==> config.mk <==
export PLATFORM = sky130hd
export DESIGN_NAME = seq_tx_flat
export DESIGN_NICKNAME = d
export VERILOG_FILES = /design/src/rtl/seq_tx_if.sv /design/src/rtl/seq_tx.sv /design/src/flat_wrapper.sv
export SDC_FILE = /design/constraint.sdc
export NUM_CORES = 1
export LEC_CHECK = 0
export CAP_MARGIN = 20
export CORE_ASPECT_RATIO = 0.8
export CORE_UTILIZATION = 53
export DETAILED_ROUTE_END_ITERATION = 12
export MAX_ROUTING_LAYER = met4
export PLACE_DENSITY_LB_ADDON = 0.2
export SYNTH_ARGS = -nofsm -noshare
export SYNTH_HDL_FRONTEND = slang
export SYNTH_SLANG_ARGS = --single-unit
==> constraint.sdc <==
create_clock -name clk -period 2.1 [get_ports clk]
set_input_delay 0.42 -clock clk [delete_from_list [all_inputs] [get_ports clk]]
set_output_delay 0.42 -clock clk [all_outputs]
set_load 0.03 [all_outputs]
==> src/rtl/seq_tx_if.sv <==
// rtl/seq_tx_if.sv - start/pattern request and serial output bundle for seq_tx
interface seq_tx_if #(
  parameter int PLEN = 4
);
  logic            start;
  logic [PLEN-1:0] pattern;
  logic [3:0]      reps;
  logic [1:0]      gap;
  logic            y;
  logic            valid;
  logic            busy;
  logic            done;

  modport master (
    output start, pattern, reps, gap,
    input  y, valid, busy, done
  );

  modport slave (
    input  start, pattern, reps, gap,
    output y, valid, busy, done
  );
endinterface

==> src/rtl/seq_tx.sv <==
// rtl/seq_tx.sv - repeated serial pattern transmitter with idle gaps (Moore FSM)
module seq_tx #(
  parameter int PLEN = 4
) (
  input logic   clk,
  input logic   rst,
  seq_tx_if.slave bus
);

  typedef enum logic [1:0] {IDLE, SHIFT, GAP, DONE} state_t;

  localparam int             BW   = $clog2(PLEN);
  localparam logic [BW-1:0]  LAST = BW'(PLEN - 1);

  state_t          state, nxt;
  logic [PLEN-1:0] sreg;       // MSB is the bit on y this cycle
  logic [PLEN-1:0] pat_q;      // captured pattern, reloaded for each repetition
  logic [3:0]      reps_left;  // repetitions not yet finished, including the current one
  logic [1:0]      gap_q;
  logic [1:0]      gap_cnt;
  logic [BW-1:0]   bit_cnt;

  logic last_bit, last_rep, gap_end;
  assign last_bit = (bit_cnt == LAST);
  assign last_rep = (reps_left == 4'd1);
  assign gap_end  = (gap_cnt == 2'd1);

  // State register; reset drops straight to IDLE, aborting any burst without done
  always_ff @(posedge clk or posedge rst) begin
    if (rst) state <= IDLE;
    else     state <= nxt;
  end

  // Next-state decode; start is only looked at in IDLE so it is never queued
  always_comb begin
    nxt = state;
    case (state)
      IDLE:  if (bus.start) nxt = (bus.reps == 4'd0) ? DONE : SHIFT;
      SHIFT: if (last_bit) begin
               if (last_rep)           nxt = DONE;
               else if (gap_q == 2'd0) nxt = SHIFT;
               else                    nxt = GAP;
             end
      GAP:   if (gap_end) nxt = SHIFT;
      DONE:  nxt = IDLE;
      default: nxt = IDLE;
    endcase
  end

  // Moore outputs decoded from registered state only
  always_comb begin
    bus.y     = 1'b0;
    bus.valid = 1'b0;
    bus.busy  = 1'b0;
    bus.done  = 1'b0;
    case (state)
      SHIFT: begin
        bus.y     = sreg[PLEN-1];
        bus.valid = 1'b1;
        bus.busy  = 1'b1;
      end
      GAP:  bus.busy = 1'b1;
      DONE: bus.done = 1'b1;
      default: ;
    endcase
  end

  // Datapath: capture on accept, shift per bit, reload at the end of each repetition
  always_ff @(posedge clk or posedge rst) begin
    if (rst) begin
      sreg      <= '0;
      pat_q     <= '0;
      reps_left <= '0;
      gap_q     <= '0;
      gap_cnt   <= '0;
      bit_cnt   <= '0;
    end else begin
      case (state)
        IDLE: if (bus.start) begin
          sreg      <= bus.pattern;
          pat_q     <= bus.pattern;
          reps_left <= bus.reps;
          gap_q     <= bus.gap;
          bit_cnt   <= '0;
        end
        SHIFT: if (last_bit) begin
          // Reload now so a zero-gap repetition follows with no bubble
          sreg      <= pat_q;
          bit_cnt   <= '0;
          reps_left <= reps_left - 4'd1;
          gap_cnt   <= gap_q;
        end else begin
          sreg    <= {sreg[PLEN-2:0], 1'b0};
          bit_cnt <= bit_cnt + BW'(1);
        end
        GAP: gap_cnt <= gap_cnt - 2'd1;
        default: ;
      endcase
    end
  end

endmodule

==> src/flat_wrapper.sv <==
// flat-port wrapper written by rule: the top's interface ports become plain ports
module seq_tx_flat 
#(
  parameter int PLEN = 4
)
  (clk, rst, bus_start, bus_pattern, bus_reps, bus_gap, bus_y, bus_valid, bus_busy, bus_done);
  seq_tx_if #(.PLEN(PLEN)) bus_i ();
  input logic clk;
  input logic rst;
  input wire logic [$bits(bus_i.start)-1:0] bus_start;
  input wire logic [$bits(bus_i.pattern)-1:0] bus_pattern;
  input wire logic [$bits(bus_i.reps)-1:0] bus_reps;
  input wire logic [$bits(bus_i.gap)-1:0] bus_gap;
  output wire logic [$bits(bus_i.y)-1:0] bus_y;
  output wire logic [$bits(bus_i.valid)-1:0] bus_valid;
  output wire logic [$bits(bus_i.busy)-1:0] bus_busy;
  output wire logic [$bits(bus_i.done)-1:0] bus_done;
  assign bus_i.start = bus_start;
  assign bus_i.pattern = bus_pattern;
  assign bus_i.reps = bus_reps;
  assign bus_i.gap = bus_gap;
  assign bus_y = bus_i.y;
  assign bus_valid = bus_i.valid;
  assign bus_busy = bus_i.busy;
  assign bus_done = bus_i.done;
  seq_tx #(.PLEN(PLEN)) u_core (.clk(clk), .rst(rst), .bus(bus_i));
endmodule
Word-level counts from Yosys, hierarchy flattened
Index checks and enable logic that the tools add are counted.
- $add $sub $neg: 3
- multiplexer cells: 22
- reductions and logical operators: 11
- equal/unequal tests: 9
- operator list (kind ; count):
    two-way mux 2 bit ; 9
    two-way mux 4 bit ; 4
    one-hot mux 4 bit (2 select lines) ; 2
    one-hot mux 2 bit (2 select lines) ; 2
    one-hot mux 2 bit (4 select lines) ; 1
    equality test 2 bit, second input constant ; 3
    AND reduction 2 bit ; 3
    AND reduction 3 bit ; 2
    equality test 2 x 1 -> 1 bit, second input constant ; 2
    equality test 4 x 1 -> 1 bit, second input constant ; 1
    logical NOT 2 bit ; 2
    logical NOT 4 bit ; 1
    two-way mux 1 bit ; 4
    != test 2 x 1 -> 1 bit, second input constant ; 2
    nonzero test 2 bit ; 2
    subtractor 4 x 1 -> 4 bit, second input constant ; 1
    adder 2 x 1 -> 2 bit, second input constant ; 1
    != test 2 bit, second input constant ; 1
    OR reduction 2 bit ; 1
    subtractor 2 x 1 -> 2 bit, second input constant ; 1
- bits of input ports: 13
- word-level logic and storage cells: 52
- bits in registers: 20

Logic depth before layout (Yosys ltp)
Gate-level depths: netlist of the first run.
- depth in word-level cells: 5
- mapped depth: 7
- mapped depth without buffers: 5

Worst setup path before layout of the first run
OpenSTA, ideal clock, no wires.
- kind: reg-to-output
- from: reg u_core.state[1]
- to: out bus_y
- buffers on the path: 2
- path slack: 0.189 ns
- data required time: 1.680 ns
- stages on the path, launching flop included: 6
- arrival: 1.491 ns
- cell sequence: dfrtp_1 -> inv_1 -> ha_1 -> buf_6 -> buf_2 -> and2_1
- cells in the longest elaborated chain, start to end: 2
- ends and longest elaborated chain (what ; RTL line ; source):
    start, declared ; seq_tx.sv:15 ; state_t state, nxt;
    start signal, assigned ; seq_tx.sv:31 ; else state <= nxt;
    equality test 2 x 1 -> 1 bit ; seq_tx.sv:56 ; case (state)
    two-way mux 1 bit ; seq_tx.sv:56 ;
    end, declared ; flat_wrapper.sv:14 ; output wire logic [$bits(bus_i.y)-1:0] bus_y;
Every way passes these cells.

Worst setup path after layout of the first run
- from: reg u_core.state[0]
- to: out bus_done
- cells in the longest elaborated chain, start to end: 2
- ends and longest elaborated chain (what ; RTL line ; source):
    equality test 2 bit ; seq_tx.sv:56 ;
    two-way mux 1 bit ; seq_tx.sv:56 ;
    end, declared ; flat_wrapper.sv:17 ; output wire logic [$bits(bus_i.done)-1:0] bus_done;
Every way passes these cells.

==> results of run 1 <==
[how the worst max path moves through the flow]
stage	start	to	cells past startpoint
6_report	u_core.state[0]$_DFFE_PP0P_	bus_done	2
4_1_cts	u_core.state[0]$_DFFE_PP0P_	bus_done	2
3_5_place_dp	u_core.state[0]$_DFFE_PP0P_	bus_busy	3
5_1_grt	u_core.state[1]$_DFFE_PP0P_	bus_y	4
2_1_floorplan	u_core.state[1]$_DFFE_PP0P_	bus_y	5
3_3_place_gp	u_core.state[0]$_DFFE_PP0P_	bus_busy	3
[area by class of cell]
| class | count | area share |
|---|---|---|
| clock buffer | 3 | 0.0158 |
| inverter | 8 | 0.0210 |
| multi-input combinational | 79 | 0.451 |
| sequential | 20 | 0.351 |
| tap | 25 | 0.0219 |
| timing repair buffer | 22 | 0.139 |
[where the power goes]
group | switching (mW) | internal (mW) | leakage [nW] | total, mW
Clock | 0.112 | 0.0668 | 0.0138 | 0.178
Combinational | 0.729 | 0.643 | 0.377 | 1.37
Sequential | 0.143 | 0.579 | 0.241 | 0.722
[cell usage in the layout, fill, tap and decap left out, drive strengths merged, types with 2 or more instances in the layout]
cell           synthesis  layout
a211oi                 4       4
a21o                   3       3
a21oi                  2       2
a2bb2oi                2       2
a31oi                  3       3
a32o                   2       2
a41oi                  2       2
buf                    5       8
clkbuf                 0       3
clkdlybuf4s50          0      13
dfrtp                 20      20
ha                     9       9
inv                    8       8
mux2                   7       7
mux2i                  6       6
nand2                  4       4
nand2b                 3       3
nand3                  2       2
nor2                   8       8
nor2b                  4       4
o21ai                  3       3
or2                    2       2
[critical path, delay by kind of cell, from the launching register on]
kind	cells	cell delay (ns)
adder cells (fa/ha/maj)	1	0.17
buffers and inverters	1	0.67
flip-flops	1	0.45
[Yosys cell counts]
library cell | n | area (um2)
a211oi_2 | 4 | 50.1
a21o_1 | 3 | 22.5
a21oi_1 | 2 | 10.0
a2bb2oi_1 | 1 | 8.76
a2bb2oi_2 | 1 | 15.0
a311oi_1 | 1 | 8.76
a31oi_1 | 3 | 18.8
a32o_1 | 2 | 20.0
a41oi_1 | 2 | 17.5
and2_1 | 1 | 6.26
and3_1 | 1 | 6.26
buf_2 | 3 | 15.0
buf_6 | 2 | 22.5
dfrtp_1 | 20 | 500
ha_1 | 9 | 113
inv_1 | 8 | 30.0
mux2_1 | 1 | 11.3
mux2_2 | 6 | 67.6
mux2i_1 | 5 | 50.1
mux2i_2 | 1 | 13.8
nand2_1 | 4 | 15.0
nand2b_1 | 3 | 18.8
nand3_1 | 2 | 10.0
nand4_1 | 1 | 6.26
nand4b_1 | 1 | 8.76
nor2_1 | 7 | 26.3
nor2_2 | 1 | 6.26
nor2b_1 | 4 | 25.0
nor3_1 | 1 | 5.00
nor3b_1 | 1 | 7.51
nor4_1 | 1 | 6.26
o211ai_1 | 1 | 7.51
o21ai_0 | 2 | 10.0
o21ai_1 | 1 | 5.00
o22a_1 | 1 | 8.76
o22ai_1 | 1 | 6.26
o311ai_0 | 1 | 8.76
or2_2 | 2 | 12.5
or3_4 | 1 | 11.3
[cell families (layout without fill, tap and decap cells)]
logic type      Yosys count  after routing  share of synthesized area
buf+inv                  13             33                     0.0557
simple gates             31             31                      0.141
mux                      13             13                      0.118
compound gates           26             26                      0.180
fa+ha+maj                 9              9                     0.0929
flops                    20             20                      0.413
[sequential cells by signal (all words and copies together), names as in the netlist]
| name | count |
|---|---|
| u_core.pat_q | 4 |
| u_core.reps_left | 4 |
| u_core.sreg | 4 |
| u_core.bit_cnt | 2 |
| u_core.gap_cnt | 2 |
| u_core.gap_q | 2 |
| u_core.state | 2 |
[stage by stage]
stage / utilization / cells
detailed placement: 0.652 / 154
finish: 0.661 / 157
global route: 0.661 / 157
CTS: 0.661 / 157
floorplan: - / 112
global placement: 0.652 / 154
[per-layer routing]
| layer | vias to the layer above | wire [um] | track usage |
|---|---|---|---|
| li1 | 447 | - | - |
| met1 | 444 | 1140 | 0.266 |
| met2 | 20 | 1180 | 0.359 |
| met3 | 4 | 99 | 0.0630 |
| met4 | 0 | 33 | 0.0900 |
| met5 | - | 0 | - |
==> flow_summary.json, run 1 <==
{
  "outcome": "finished, final reports clean",
  "antenna_found_initial": 0,
  "worstPathCellList": "ha_1 > clkdlybuf4s50_1",
  "period_minus_slack_ns": 2.00,
  "grt_use_total": 0.221,
  "finalNetCount": 156,
  "crit_path_start_kind": "register",
  "place.gp.congestion": 0.832,
  "stdcell_area_um2": 1430,
  "setup_viol": 0,
  "grt_overflow": 0,
  "syn_nets": 134,
  "ys_seq_area_frac": 0.413,
  "cts_sinks": 20,
  "critical_path_required_ns": 1.68,
  "fp.dieW_um": 55.5,
  "syn_avg_cell_area_um2": 10.8,
  "n_antenna_cell": 0,
  "io_pins": 17,
  "whs_ns": 0.442,
  "place_ws_ns": 0.213,
  "regToRegEndpoint": "u_core.gap_cnt[1]$_DFFE_PP0P_",
  "peakVddDrop_v": 0.00103,
  "critPathKind": "reg -> out",
  "finalHoldViolCount": 0,
  "synth-seq-cells": 20,
  "ff2ff_path_depth": 5,
  "htreeDepth": 1,
  "power.density_nw_per_um2": 1590,
  "ys_warn_count": 0,
  "clock_latency_ns": 0.29,
  "drcViolationCount": 0,
  "post_cts_buffers": 0,
  "rsz0062_at_grt": "no",
  "clk_path_buf_depth": 2,
  "rows": 15,
  "drt-initial-drc-count": 29,
  "tns_ns": 0,
  "critPathArrivalTime_ns": 1.58,
  "hpwlAfterDp_mm": 1.86,
  "clk_pin_slew_ns": 0.11,
  "post-route-period-util": 0.953,
  "rrSetupSlack_ns": 0.31,
  "crit_path_end_kind": "output port",
  "layout-drive-gt1-share": 0.205,
  "fmax_mhz": 500,
  "cts_resized": 1,
  "cts_root_buf": "clkbuf_4",
  "fp.dieArea_um2": 2480,
  "drv_cap": 0,
  "relSlewSlack": 0.708,
  "ant_nets": 0,
  "multi_input_area_um2": 644,
  "port_buffers": 16,
  "rr_startpoint": "u_core.state[1]$_DFFE_PP0P_",
  "hp-class": "in -> async",
  "p_leak_nw": 0.631,
  "skew_ns": 0.00129,
  "fill_cells": 179,
  "crit_fanout": 5,
  "syn_area_um2": 1210,
  "p_total_mw": 2.27,
  "yosysUniqueCellTypes": 39,
  "vias": 915,
  "grt_pass1_wl_mm": 4.00,
  "wirelength_mm": 2.45,
  "cts_buffers": 3,
  "wire_per_inst_um": 15.6,
  "drv_slew": 0,
  "placed_area_um2": 1410,
  "ctsHoldBuffers": 0,
  "tritoncts": "built",
  "first_global_vias": 865,
  "seq_area_um2": 500,
  "coreArea_um2": 2160,
  "crit_slowest_cell": "clkdlybuf4s50_1",
  "worst_pin_slew_ns": 0.437,
  "layout_setup_ws_ns": 0.0982,
  "synthCells": 112,
  "max_stage_delay_ns": 0.67,
  "firstDrtPassIters": 4,
  "die_y_um": 44.8,
  "syn_to_final_growth_pct": 17.8,
  "grt_max_degree": 21,
  "vias_per_cell": 5.83,
  "start_util": 0.562
}
Power figures use the tool's default switching activity.
==> inputs of run 2 (changes only) <==
- CORE_ASPECT_RATIO: 0.8 -> unset
- CORE_MARGIN: unset -> 3
==> flow_summary.json, run 2 (synthesized netlist as in run 1, its figures left out) <==
{
  "hp-class": "in -> async",
  "drt-initial-drc-count": 15,
  "p_leak_nw": 0.641,
  "grt_pass1_wl_mm": 3.90,
  "wire_per_inst_um": 14.3,
  "rows": 16,
  "port_buffers": 16,
  "place.gp.congestion": 0.776,
  "finalNetCount": 155,
  "max_stage_delay_ns": 0.66,
  "clock_latency_ns": 0.31,
  "critPathKind": "reg -> out",
  "grt_max_degree": 21,
  "worstPathCellList": "ha_1 > clkdlybuf4s50_1",
  "layout_common_cells": "dfrtp_1, clkdlybuf4s50_1, ha_1",
  "worst_pin_slew_ns": 0.443,
  "cts_sinks": 20,
  "layout-drive-gt1-share": 0.205,
  "final_common_cell": "dfrtp_1",
  "drcViolationCount": 0,
  "start_util": 0.588,
  "post_cts_buffers": 0,
  "post-route-period-util": 0.949,
  "placed_area_um2": 1400,
  "vias_per_cell": 5.75,
  "first_global_vias": 850,
  "drv_cap": 0,
  "finalHoldViolCount": 0,
  "ant_nets": 0,
  "syn_to_final_growth_pct": 19.8,
  "cp_top_family": "buffers and inverters",
  "grt_overflow": 0,
  "vias": 915,
  "antenna_found_initial": 0,
  "fmax_mhz": 502,
  "cts_root_buf": "clkbuf_4",
  "htreeDepth": 1,
  "fp.dieArea_um2": 2900,
  "coreArea_um2": 2060,
  "critPathArrivalTime_ns": 1.57,
  "clk_path_buf_depth": 2,
  "fill_cells": 155,
  "io_pins": 17,
  "crit_path_start_kind": "register",
  "die_y_um": 53.8,
  "rsz0062_at_grt": "no",
  "critical_path_required_ns": 1.68,
  "outcome": "finished, final reports clean",
  "cts_buffers": 3,
  "tritoncts": "built",
  "power.density_nw_per_um2": 1620,
  "relSlewSlack": 0.705,
  "tns_ns": 0,
  "hpwlAfterDp_mm": 1.72,
  "wirelength_mm": 2.27,
  "n_antenna_cell": 0,
  "fp.dieW_um": 53.8,
  "crit_path_end_kind": "output port",
  "stdcell_area_um2": 1450,
  "reg_top3": "u_core.pat_q: 4 flops, u_core.reps_left: 4 flops, u_core.sreg: 4 flops",
  "worst-path-buf-inv": 1,
  "peakVddDrop_v": 0.000965,
  "crit_fanout": 5,
  "clk_pin_slew_ns": 0.12,
  "period_minus_slack_ns": 1.99,
  "skew_ns": 0.0115,
  "firstDrtPassIters": 4,
  "drv_slew": 0,
  "crit_slowest_cell": "clkdlybuf4s50_1",
  "setup_viol": 0,
  "grt_use_total": 0.199
}
run 2: cell count changes in the layout (fill, tap and decap cells not counted):
cell | previous run | this run
bufinv_16 | 0 | 1
buf_4 | 8 | 7
run 2: metrics by stage:
stage                     total power [mW]  worst slack, ns   util  std cells  hold slack, ns
after global placement                2.02            0.276  0.680        155           0.453
after global routing                  2.56           0.0187  0.704        159           0.455
after detailed placement              2.06            0.239  0.680        155           0.461
after floorplan                       1.77            0.189      -        112           0.384
final                                 2.36            0.108  0.704        159           0.415
after CTS                             2.38           0.0845  0.704        159           0.429
run 2: layout make-up:
cell class	count	area, um2	share of cell area
clock buffer	3	22.5	0.0155
clock inverter	1	30.0	0.0207
inverter	8	30.0	0.0207
multi-input combinational	79	644	0.444
sequential	20	500	0.345
tap	27	33.8	0.0233
timing repair buffer	21	191	0.132
run 2: repair_timing:
action,in CTS,in global routing
setup endpoints to repair,1,0
resized for setup,1,0
hold buffers,0,0
run 2: power by group:
| part | total (mW) | switching [mW] | internal (mW) | leakage [nW] |
|---|---|---|---|---|
| clock | 0.319 | 0.126 | 0.193 | 0.0279 |
| sequential | 0.714 | 0.136 | 0.579 | 0.241 |
| combinational | 1.32 | 0.697 | 0.625 | 0.372 |
| total | 2.36 | 0.959 | 1.40 | 0.641 |
run 2: path summary, 6_finish.rpt:
path / slack (ns) / cells after the start / to / startpoint
worst max-delay path: 0.11 / 2 / bus_done / u_core.state[0]$_DFFE_PP0P_
max in group asynchronous: 1.47 / 3 / u_core.state[0]$_DFFE_PP0P_ / rst
worst min register to register: 0.48 / 1 / u_core.sreg[3]$_DFFE_PP0P_ / u_core.sreg[3]$_DFFE_PP0P_
min in group clk: 0.48 / 1 / u_core.sreg[3]$_DFFE_PP0P_ / u_core.sreg[3]$_DFFE_PP0P_
worst min-delay path: 0.42 / 3 / u_core.reps_left[3]$_DFFE_PP0P_ / rst
worst max register to register: 0.30 / 6 / u_core.reps_left[0]$_DFFE_PP0P_ / u_core.state[1]$_DFFE_PP0P_
run 2: layer usage:
metal | up-vias | GRT usage | wire [um] | share of wire
met5 | - | - | 0 | 0
met4 | 0 | 0.102 | 51 | 0.022
met3 | 5 | 0.0360 | 132 | 0.058
met2 | 23 | 0.302 | 1040 | 0.46
met1 | 442 | 0.252 | 1050 | 0.46
li1 | 445 | - | - | -
run 2: tightest hold or removal path, cell delays in order:
cell	delay, ns
clkdlybuf4s50_1	0.40
inv_1	0.05
buf_4	0.26
